[config.mk]
export PLATFORM = sky130hd
export DESIGN_NAME = excp_tmr_ctrl
export DESIGN_NICKNAME = d
export VERILOG_FILES = /design/src/rtl/excp_tmr_ctrl_pkg.sv /design/src/rtl/excp_tmr_ctrl_rr_arb.sv /design/src/rtl/excp_tmr_ctrl.sv
export SDC_FILE = /design/constraint.sdc
export NUM_CORES = 1
export LEC_CHECK = 0
export CAP_MARGIN = 5
export CORE_MARGIN = 3
export CORE_UTILIZATION = 45
export CTS_CLUSTER_SIZE = 8
export DETAILED_ROUTE_END_ITERATION = 16
export PLACE_DENSITY = 0.78
export SETUP_SLACK_MARGIN = 0.3
export SLEW_MARGIN = 20
export SYNTH_ARGS = -nofsm -noshare
export SYNTH_HDL_FRONTEND = slang
export SYNTH_SLANG_ARGS = --single-unit
[constraint.sdc]
create_clock -name clk -period 7.7 [get_ports clk]
set_clock_uncertainty 0.15 [all_clocks]
set_input_delay 1.155 -clock clk [delete_from_list [all_inputs] [get_ports clk]]
set_output_delay 1.155 -clock clk [all_outputs]
set_load 0.1 [all_outputs]
[src/rtl/excp_tmr_ctrl_pkg.sv]
// Shared definitions for the machine-timer access sequencer:
// register-half width, request select encodings, the mtimecmp park value
// and the sequencer state encoding.
package excp_tmr_ctrl_pkg;

    localparam int XLEN = 32;

    localparam logic SEL_MTIME    = 1'b0;
    localparam logic SEL_MTIMECMP = 1'b1;

    // Low half of mtimecmp is parked here while the high half changes, so
    // the compare can never match an intermediate value.
    localparam logic [XLEN-1:0] MTIMECMP_PARK = 32'hFFFF_FFFF;

    typedef enum logic [2:0] {
        ST_IDLE  = 3'd0,
        ST_RD_H0 = 3'd1,
        ST_RD_L  = 3'd2,
        ST_RD_H1 = 3'd3,
        ST_WR_L0 = 3'd4,
        ST_WR_H  = 3'd5,
        ST_WR_L1 = 3'd6,
        ST_RESP  = 3'd7
    } tmr_state_e;

    function automatic logic [1:0] id_onehot(input logic id);
        return id ? 2'b10 : 2'b01;
    endfunction

endpackage

[src/rtl/excp_tmr_ctrl_rr_arb.sv]
// Two-way round-robin arbiter. Grants only while enabled; the pointer
// moves to the requester that was not just served when advance is high.
module excp_tmr_rr_arb
    import excp_tmr_ctrl_pkg::*;
(
    input  logic       clk,
    input  logic       rst,
    input  logic       en,
    input  logic       adv,
    input  logic       adv_id,
    input  logic [1:0] req,
    output logic [1:0] gnt,
    output logic       gnt_id
);

    logic ptr_q;

    // Priority pointer: favour the other requester after each completion.
    always_ff @(posedge clk or posedge rst) begin
        if (rst) begin
            ptr_q <= 1'b0;
        end else if (adv) begin
            ptr_q <= ~adv_id;
        end
    end

    // Pick the pointed-to requester first, else the other one.
    always_comb begin
        gnt    = 2'b00;
        gnt_id = ptr_q;
        if (en && req[ptr_q]) begin
            gnt_id = ptr_q;
            gnt    = id_onehot(ptr_q);
        end else if (en && req[~ptr_q]) begin
            gnt_id = ~ptr_q;
            gnt    = id_onehot(~ptr_q);
        end
    end

endmodule

[src/rtl/excp_tmr_ctrl.sv]
// Sequencer in front of the 32-bit mtime/mtimecmp register port. Takes
// 64-bit requests from LSU (0) and debug (1), arbitrates round-robin and
// splits each request into ordered half-register port cycles, with
// tear-free mtime reads and glitch-free mtimecmp writes.
//
// state    | meaning
// ---------+----------------------------------------------------------
// IDLE     | arbitrate, capture grantee's request
// RD_H0    | read high half (mtime or mtimecmp) into h0
// RD_L     | read low half into lo
// RD_H1    | re-read mtime high; equal -> done, else retry from RD_L
// WR_L0    | park mtimecmp low at all-ones
// WR_H     | write mtimecmp high
// WR_L1    | write mtimecmp low
// RESP     | one-cycle completion pulse to the grantee
module excp_tmr_ctrl
    import excp_tmr_ctrl_pkg::*;
#(
    parameter int MAX_RETRY = 3
) (
    input  logic                clk,
    input  logic                rst,
    input  logic [1:0]          req_valid,
    output logic [1:0]          req_ready,
    input  logic [1:0]          req_wr,
    input  logic [1:0]          req_sel,
    input  logic [4*XLEN-1:0]   req_wdata,
    output logic [1:0]          resp_valid,
    output logic                resp_err,
    output logic [2*XLEN-1:0]   resp_rdata,
    output logic                mtimecmp_wen,
    output logic                mtimecmp_ren,
    output logic                mtime_ren,
    output logic                mreg_hl,
    output logic [XLEN-1:0]     mreg_wdata,
    input  logic [XLEN-1:0]     mreg_rdata,
    input  logic                mreg_ready
);

    localparam int RETRY_W = $clog2(MAX_RETRY + 1);
    localparam logic [RETRY_W-1:0] RETRY_LIMIT = RETRY_W'(MAX_RETRY);

    tmr_state_e state_q, state_d;

    logic               gnt_id_q;
    logic               sel_q;
    logic [2*XLEN-1:0]  wdata_q;
    logic [XLEN-1:0]    h0_q;
    logic [XLEN-1:0]    lo_q;
    logic [RETRY_W-1:0] retry_q;
    logic               err_q;
    logic [2*XLEN-1:0]  rdata_q;

    logic [1:0]         gnt;
    logic               gnt_id;
    logic               arb_en;
    logic               arb_adv;
    logic               req_wr_g;
    logic               req_sel_g;
    logic [2*XLEN-1:0]  req_wdata_g;
    logic               hi_match;
    logic               retry_done;

    // No grants while reset is held, so req_ready stays low in reset.
    assign arb_en  = (state_q == ST_IDLE) && !rst;
    assign arb_adv = (state_q == ST_RESP);

    excp_tmr_rr_arb u_arb (
        .clk    (clk),
        .rst    (rst),
        .en     (arb_en),
        .adv    (arb_adv),
        .adv_id (gnt_id_q),
        .req    (req_valid),
        .gnt    (gnt),
        .gnt_id (gnt_id)
    );

    assign req_ready   = gnt;
    assign req_wr_g    = req_wr[gnt_id];
    assign req_sel_g   = req_sel[gnt_id];
    assign req_wdata_g = gnt_id ? req_wdata[4*XLEN-1:2*XLEN] : req_wdata[2*XLEN-1:0];

    assign hi_match   = (mreg_rdata == h0_q);
    assign retry_done = (retry_q == RETRY_LIMIT);
    assign resp_rdata = rdata_q;

    // State register.
    always_ff @(posedge clk or posedge rst) begin
        if (rst) begin
            state_q <= ST_IDLE;
        end else begin
            state_q <= state_d;
        end
    end

    // Next state and port/response outputs; each port cycle is held until mreg_ready.
    always_comb begin
        state_d      = state_q;
        mtime_ren    = 1'b0;
        mtimecmp_ren = 1'b0;
        mtimecmp_wen = 1'b0;
        mreg_hl      = 1'b0;
        mreg_wdata   = '0;
        resp_valid   = 2'b00;
        resp_err     = 1'b0;
        case (state_q)
            ST_IDLE: begin
                if (|gnt) begin
                    if (!req_wr_g) begin
                        state_d = ST_RD_H0;
                    end else if (req_sel_g == SEL_MTIMECMP) begin
                        state_d = ST_WR_L0;
                    end else begin
                        state_d = ST_RESP;
                    end
                end
            end
            ST_RD_H0: begin
                mtime_ren    = (sel_q == SEL_MTIME);
                mtimecmp_ren = (sel_q == SEL_MTIMECMP);
                mreg_hl      = 1'b1;
                if (mreg_ready) begin
                    state_d = ST_RD_L;
                end
            end
            ST_RD_L: begin
                mtime_ren    = (sel_q == SEL_MTIME);
                mtimecmp_ren = (sel_q == SEL_MTIMECMP);
                if (mreg_ready) begin
                    state_d = (sel_q == SEL_MTIMECMP) ? ST_RESP : ST_RD_H1;
                end
            end
            ST_RD_H1: begin
                mtime_ren = 1'b1;
                mreg_hl   = 1'b1;
                if (mreg_ready) begin
                    state_d = (hi_match || retry_done) ? ST_RESP : ST_RD_L;
                end
            end
            ST_WR_L0: begin
                mtimecmp_wen = 1'b1;
                mreg_wdata   = MTIMECMP_PARK;
                if (mreg_ready) begin
                    state_d = ST_WR_H;
                end
            end
            ST_WR_H: begin
                mtimecmp_wen = 1'b1;
                mreg_hl      = 1'b1;
                mreg_wdata   = wdata_q[2*XLEN-1:XLEN];
                if (mreg_ready) begin
                    state_d = ST_WR_L1;
                end
            end
            ST_WR_L1: begin
                mtimecmp_wen = 1'b1;
                mreg_wdata   = wdata_q[XLEN-1:0];
                if (mreg_ready) begin
                    state_d = ST_RESP;
                end
            end
            ST_RESP: begin
                resp_valid = id_onehot(gnt_id_q);
                resp_err   = err_q;
                state_d    = ST_IDLE;
            end
            default: begin
                state_d = ST_IDLE;
            end
        endcase
    end

    // Request capture, read-half collection, retry tracking and response data.
    always_ff @(posedge clk or posedge rst) begin
        if (rst) begin
            gnt_id_q <= 1'b0;
            sel_q    <= 1'b0;
            wdata_q  <= '0;
            h0_q     <= '0;
            lo_q     <= '0;
            retry_q  <= '0;
            err_q    <= 1'b0;
            rdata_q  <= '0;
        end else begin
            case (state_q)
                ST_IDLE: begin
                    if (|gnt) begin
                        gnt_id_q <= gnt_id;
                        sel_q    <= req_sel_g;
                        wdata_q  <= req_wdata_g;
                        retry_q  <= '0;
                        // mtime is read-only: a write is rejected without port cycles.
                        err_q    <= req_wr_g && (req_sel_g == SEL_MTIME);
                    end
                end
                ST_RD_H0: begin
                    if (mreg_ready) begin
                        h0_q <= mreg_rdata;
                    end
                end
                ST_RD_L: begin
                    if (mreg_ready) begin
                        lo_q <= mreg_rdata;
                        if (sel_q == SEL_MTIMECMP) begin
                            rdata_q <= {h0_q, mreg_rdata};
                        end
                    end
                end
                ST_RD_H1: begin
                    if (mreg_ready) begin
                        if (hi_match) begin
                            rdata_q <= {h0_q, lo_q};
                        end else if (retry_done) begin
                            err_q   <= 1'b1;
                            rdata_q <= {mreg_rdata, lo_q};
                        end else begin
                            // High half rolled over: the new value becomes the reference.
                            h0_q    <= mreg_rdata;
                            retry_q <= retry_q + 1'b1;
                        end
                    end
                end
                default: begin
                end
            endcase
        end
    end

endmodule

======== After elaboration in Yosys (flattened, before gate mapping) ========
Index checks and enable logic that the tools add are counted.
storage, ports and cells
  register bits after elaboration ......... 201
  bits of input ports ..................... 169
  logic and storage cells ................. 116
  output and inout bits ................... 105
cells by class
  equality and inequality tests ........... 21
  add/sub/neg operators ................... 1
  magnitude comparators ................... 3
  bitwise operators ....................... 4
  reductions and logical operators ........ 21
  mux-type cells .......................... 56
operators by type and width
  kind                  number
  $mux W64              6
  $mux W32              4
  $pmux W64 S2          1
  $pmux W32 S3          1
  $pmux W32 S2          1
  $eq A32 B32 Y1        1
  $mux W3               10
  $pmux W3 S8           1
  $mux W2               11
  $ne A2 B2 Y1 const B  10
  $reduce_and A5 Y1     4
  $mux W1               18
  $eq A3 B3 Y1 const B  4
  $reduce_and A7 Y1     1
  $eq A3 B2 Y1 const B  2
  $lt A1 B2 Y1 const B  3
  $reduce_bool A2 Y1    3
  $reduce_or A3 Y1      2
  $logic_and A1 B1 Y1   4
  $not A1 Y1            4
  $pmux W1 S2           2
  $pmux W2 S2           1
  $reduce_and A2 Y1     2
  $reduce_or A2 Y1      2
  8 further kinds       8

======== Logic depth before layout (Yosys ltp) ========
  depth in word-level cells ............... 12
  depth in mapped cells ................... 11
  gate-level depth less buffers ........... 9

======== Modules after synthesis ========
A second synthesis with hierarchy kept.
second synthesis, totals
  cells, all modules ...................... 1,319
  area total of the unflattened synthesis .. 11,995.3 um^2
modules (own cells, without submodules)
  module           seq. area each (um^2)  cells an instance  area an instance (um^2)  instances
  excp_tmr_ctrl    5,004.8                1,302              11,863.9                 1
  excp_tmr_rr_arb  25.0                   17                 131.4                    1

======== Worst setup path after synthesis ========
Ideal clock, no wire load.
  path type ............................... register -> output
  start point ............................. register state_q[0]
  end point ............................... output port mtimecmp_ren
  required time ........................... 6.395 ns
  arrival ................................. 3.493 ns
  stages on the path, launching flop included .. 6
  path buffers ............................ 3
  slack ................................... 2.902 ns
  path through ............................ dfrtp_1 > buf_1 > clkbuf_1 > buf_1 > xnor2_1 > nor3b_1
between the ends
  longest elaborated chain between the ends .. 3
  elaborated cells between the ends (all ways) .. 4
  classes of those cells .................. eq/ne: 2; mux: 1; reduce/logical: 1
ends and longest elaborated chain
  what                                                 RTL line              source
  start, declared                                      excp_tmr_ctrl.sv:43   tmr_state_e state_q, state_d;
  start signal, assigned                               excp_tmr_ctrl.sv:93   state_q <= state_d;
  $eq A3 B2 Y1 / $eq A3 B1 Y1 (equally long branches)  excp_tmr_ctrl.sv:107  case (state_q)
  $reduce_or A2 Y1 (no source line) (*)                -
  $mux W1 (*)                                          excp_tmr_ctrl.sv:107
  end, declared                                        excp_tmr_ctrl.sv:32   output logic mtimecmp_ren,
Mark *: on every way between the ends. The rest lies on a longest branch, timed or not.

======== Worst setup path after layout ========
  start point ............................. input port rst
  end point ............................... output port req_ready[0]
between the ends
  longest elaborated chain between the ends .. 5
  elaborated cells between the ends (all ways) .. 6
  classes of those cells .................. mux: 2; reduce/logical: 4
ends and longest elaborated chain
  what                                   RTL line                    source
  start, declared                        excp_tmr_ctrl.sv:22         input logic rst,
  $logic_not A1 Y1 (no source line) (*)  -
  $logic_and A1 B1 Y1 (*)                excp_tmr_ctrl.sv:65         assign arb_en = (state_q == ST_IDLE) && !rst;
  $logic_and A1 B1 Y1                    excp_tmr_ctrl_rr_arb.sv:34  end else if (en && req[~ptr_q]) begin
  $mux W2                                excp_tmr_ctrl_rr_arb.sv:34
  $mux W2 (*)                            excp_tmr_ctrl_rr_arb.sv:31  if (en && req[ptr_q]) begin
  end, declared                          excp_tmr_ctrl.sv:24         output logic [1:0] req_ready,
Marks and branches as above.

==> key figures <==
Clock network
  – Root Driver: clkbuf_16
  – # Post-CTS Setup Buffers: 0
  – Max H-tree Level: 1
  – Count of hold buffers inserted by post-cts repair: 0
  – Clock sink total: 201
  – Max Root-Sink Buffers: 3
  – CTS tree: yes
  – Post-CTS sizing: 0
  – CTS clk-pin slew, worst paths: 0.05 ns
  – Skew-Pair Late Insertion Delay: 0.53 ns
  – CTS Buf Count: 29

Synth
  – Post-synth net total: 1239
  – Top-area cell type share of the netlist area: 47.2%
  – Synth Area in XOR/XNOR: 2.71%
  – Post-Synth Adder-Cell Area: 0.352%
  – Yosys Warn Count: 0
  – Post-synth ARST share: 100%
  – Compound-gate portion of the synthesized area: 15.3%
  – Leading area contributor after synthesis: dfrtp_1
  – Largest family of logic cells by synthesized area: multiplexers
  – Ys flop type: dfrtp_1
  – Simple-Gate Fraction of Synth Area: 13.0%
  – Syn Area/Cell: 9.98 um2
  – Multiplexer share of the synthesized area: 16.5%
  – Yosys reg bits: 201
  – Register area share after synthesis: 47.2%
  – Yosys cell types: 49
  – Post-synth EDFFs: 0
  – Post-Syn Instances: 1067
  – Area contributors post-synth: dfrtp_1 47%, mux2_1 10%, mux2i_1 6.4%
  – Syn Std Cell Area: 10700 um2

Route
  – Post-Route WL: 29.9 mm
  – Total number of vias: 8709
  – Met3 Wirelength: 1.55 mm
  – WL met1: 12.8 mm
  – DR pass1 iterations: 5
  – Vias/cell: 5.38
  – Avg WL per Cell: 18.4 um
  – DR DRC count: 0
  – DR top layer: met4
  – Initial DRC Count: 395
  – Post-route ant nets: 0
  – Met2 Routed Length: 14.8 mm

Worst setup path
  – Worst setup SP type: input port
  – Max FO, Critical Path: 4
  – Max incr delay on CP: 1.15 ns
  – Critical path's slowest cell: clkdlybuf4s50_1
  – Crit. End Element: output pin
  – Setup CP Type: in -> out
  – CP cell instances: clkdlybuf4s50_1 > or4_4 > nor2_1 > ha_1 > a21oi_1 > o21ai_1 > clkdlybuf4s50_1
  – Arrival @ worst endpoint: 4.04 ns
  – CP Data Required Time: 6.39 ns
  – Worst r2r path cells: 9
  – CP dominant cell by count: clkdlybuf4s50_1

Final layout
  – Most frequent cells in the layout: 273 x clkdlybuf4s50_1, 200 x dfrtp_1, 170 x nand2_1, 96 x mux2_1, 75 x nor2_1
  – Nets: 1477
  – Register Area: 5030 um2
  – Commonest non-fill, non-tap cell in the layout: clkdlybuf4s50_1
  – Share of cells above drive strength 1: 4.74%
  – Diode count: 0
  – Multi-input logic area: 5130 um2
  – Area delta synth->final: 34.2%
  – Filler cells: 1895

Die
  – # rows: 55
  – Chip Height: 160 um
  – Chip width: 160 um
  – Initial Utilization: 46.5%
  – Area of the core: 22900 um2
  – I/O Pins: 274
  – Die area: 25500 um2

Placement
  – Dpl hpwl: 20.1 mm
  – GP Congestion: 0.807
  – Port bufs: 273

STA
  – Setup TNS: 0 ns
  – RSZ-0062 raised after global routing: false
  – F_max: 0.187 GHz
  – Max-slew violations: 0
  – Tmin final: 5.35 ns
  – Rel. slew slack: 27.0%
  – Period Utilization, post-route: 69.4%
  – Worst-margin pin slew: 1.09 ns
  – Hold Vio Cnt, Final: 0
  – Final setup violation count: 0

Status
  – Outcome: finished, final reports clean

Global routing
  – First-pass GRT wire length: 47.5 mm
  – Largest net degree at the start of global routing: 132
  – Total grt overflow: 0
  – Vias in the first global route: 8796
  – Antenna violations before repair: 0
  – Total track usage: 22.6%

Hold path
  – Worst hold stages: 2
  – Worst hold path type: reg -> reg

Job
  – Max-cap violations: 0
## critical path, delay by kind of cell
kind                       cells  cell delay (ns)
AOI/OAI and AO/OA              2             0.18
buffers and inverters          2             1.71
and+or+nand+nor                2             0.78
adders and majority gates      1             0.21
## synthesized netlist by cell type (4+ instances only)
master    number
a21oi_1       74
and2_1         6
buf_1          5
buf_2         12
buf_4         12
clkbuf_1      49
dfrtp_1      201
inv_1         37
mux2_1        96
mux2i_1       68
nand2_1      171
nand3_1        4
nor2_1        76
nor2b_1       38
nor4_1         9
o21a_1        33
o21ai_0        4
o21ai_1       39
o221a_1       26
o221a_2        6
o22a_1        32
xor2_1        32
## final cells by class
| class | count | share of cell area, % |
|---|---|---|
| Inverter | 37 | 1.02 |
| Sequential cell | 201 | 35.2 |
| Clock inverter | 2 | 0.123 |
| Multi-Input combinational cell | 749 | 35.9 |
| Clock buffer | 31 | 5.13 |
| Timing Repair Buffer | 287 | 19.9 |
| Tap cell | 313 | 2.74 |
## per-stage QoR
stage / area, um2 / hold slack [ns] / setup WS (ns) / utilization (%) / std cells
5_1_grt: 14300 / 0.341 / 2.22 / 62.3 / 1620
4_1_cts: 14300 / 0.329 / 2.35 / 62.3 / 1620
3_3_place_gp: 13500 / 0.311 / 2.44 / 59.1 / 1587
2_1_floorplan: 10700 / 0.298 / 0.913 / - / 1067
3_5_place_dp: 13500 / 0.318 / 2.35 / 59.1 / 1587
6_report: 14300 / 0.322 / 2.35 / 62.3 / 1620
## flip-flops by register name, summed over array words and instances (netlist names)
register	count
wdata_q	64
gnt_id_q	1
err_q	1
resp_rdata	64
lo_q	32
retry_q	2
u_arb.ptr_q	1
h0_q	32
sel_q	1
state_q	3
## path summary, 6_finish.rpt
path	start	to	slack [ns]
max	rst	req_ready[0]	2.35
min	wdata_q[25]$_DFFE_PP0P_	wdata_q[25]$_DFFE_PP0P_	0.32
max reg2reg	state_q[1]$_DFFE_PP0P_	wdata_q[47]$_DFFE_PP0P_	3.95
min reg2reg	wdata_q[25]$_DFFE_PP0P_	wdata_q[25]$_DFFE_PP0P_	0.32
max in group asynchronous	rst	wdata_q[13]$_DFFE_PP0P_	4.76
min in group asynchronous	rst	wdata_q[2]$_DFFE_PP0P_	1.17
## metal layers
metal	up-vias	GRT usage, %
met5	-	0
met4	0	5.48
met3	52	4.02
met2	226	38.9
met1	4268	29.7
li1	4163	-
## logic make-up (layout without fill, tap and decap cells)
group,count (synthesis),count (layout)
buf+inv,117,357
mux,164,164
compound gates,231,231
flops,201,201
xor+xnor,33,33
simple gates,318,318
fa+ha+maj,3,3
Power is not shown: default switching activity piles up to over one toggle a cycle in this logic, so the estimate is an artifact.
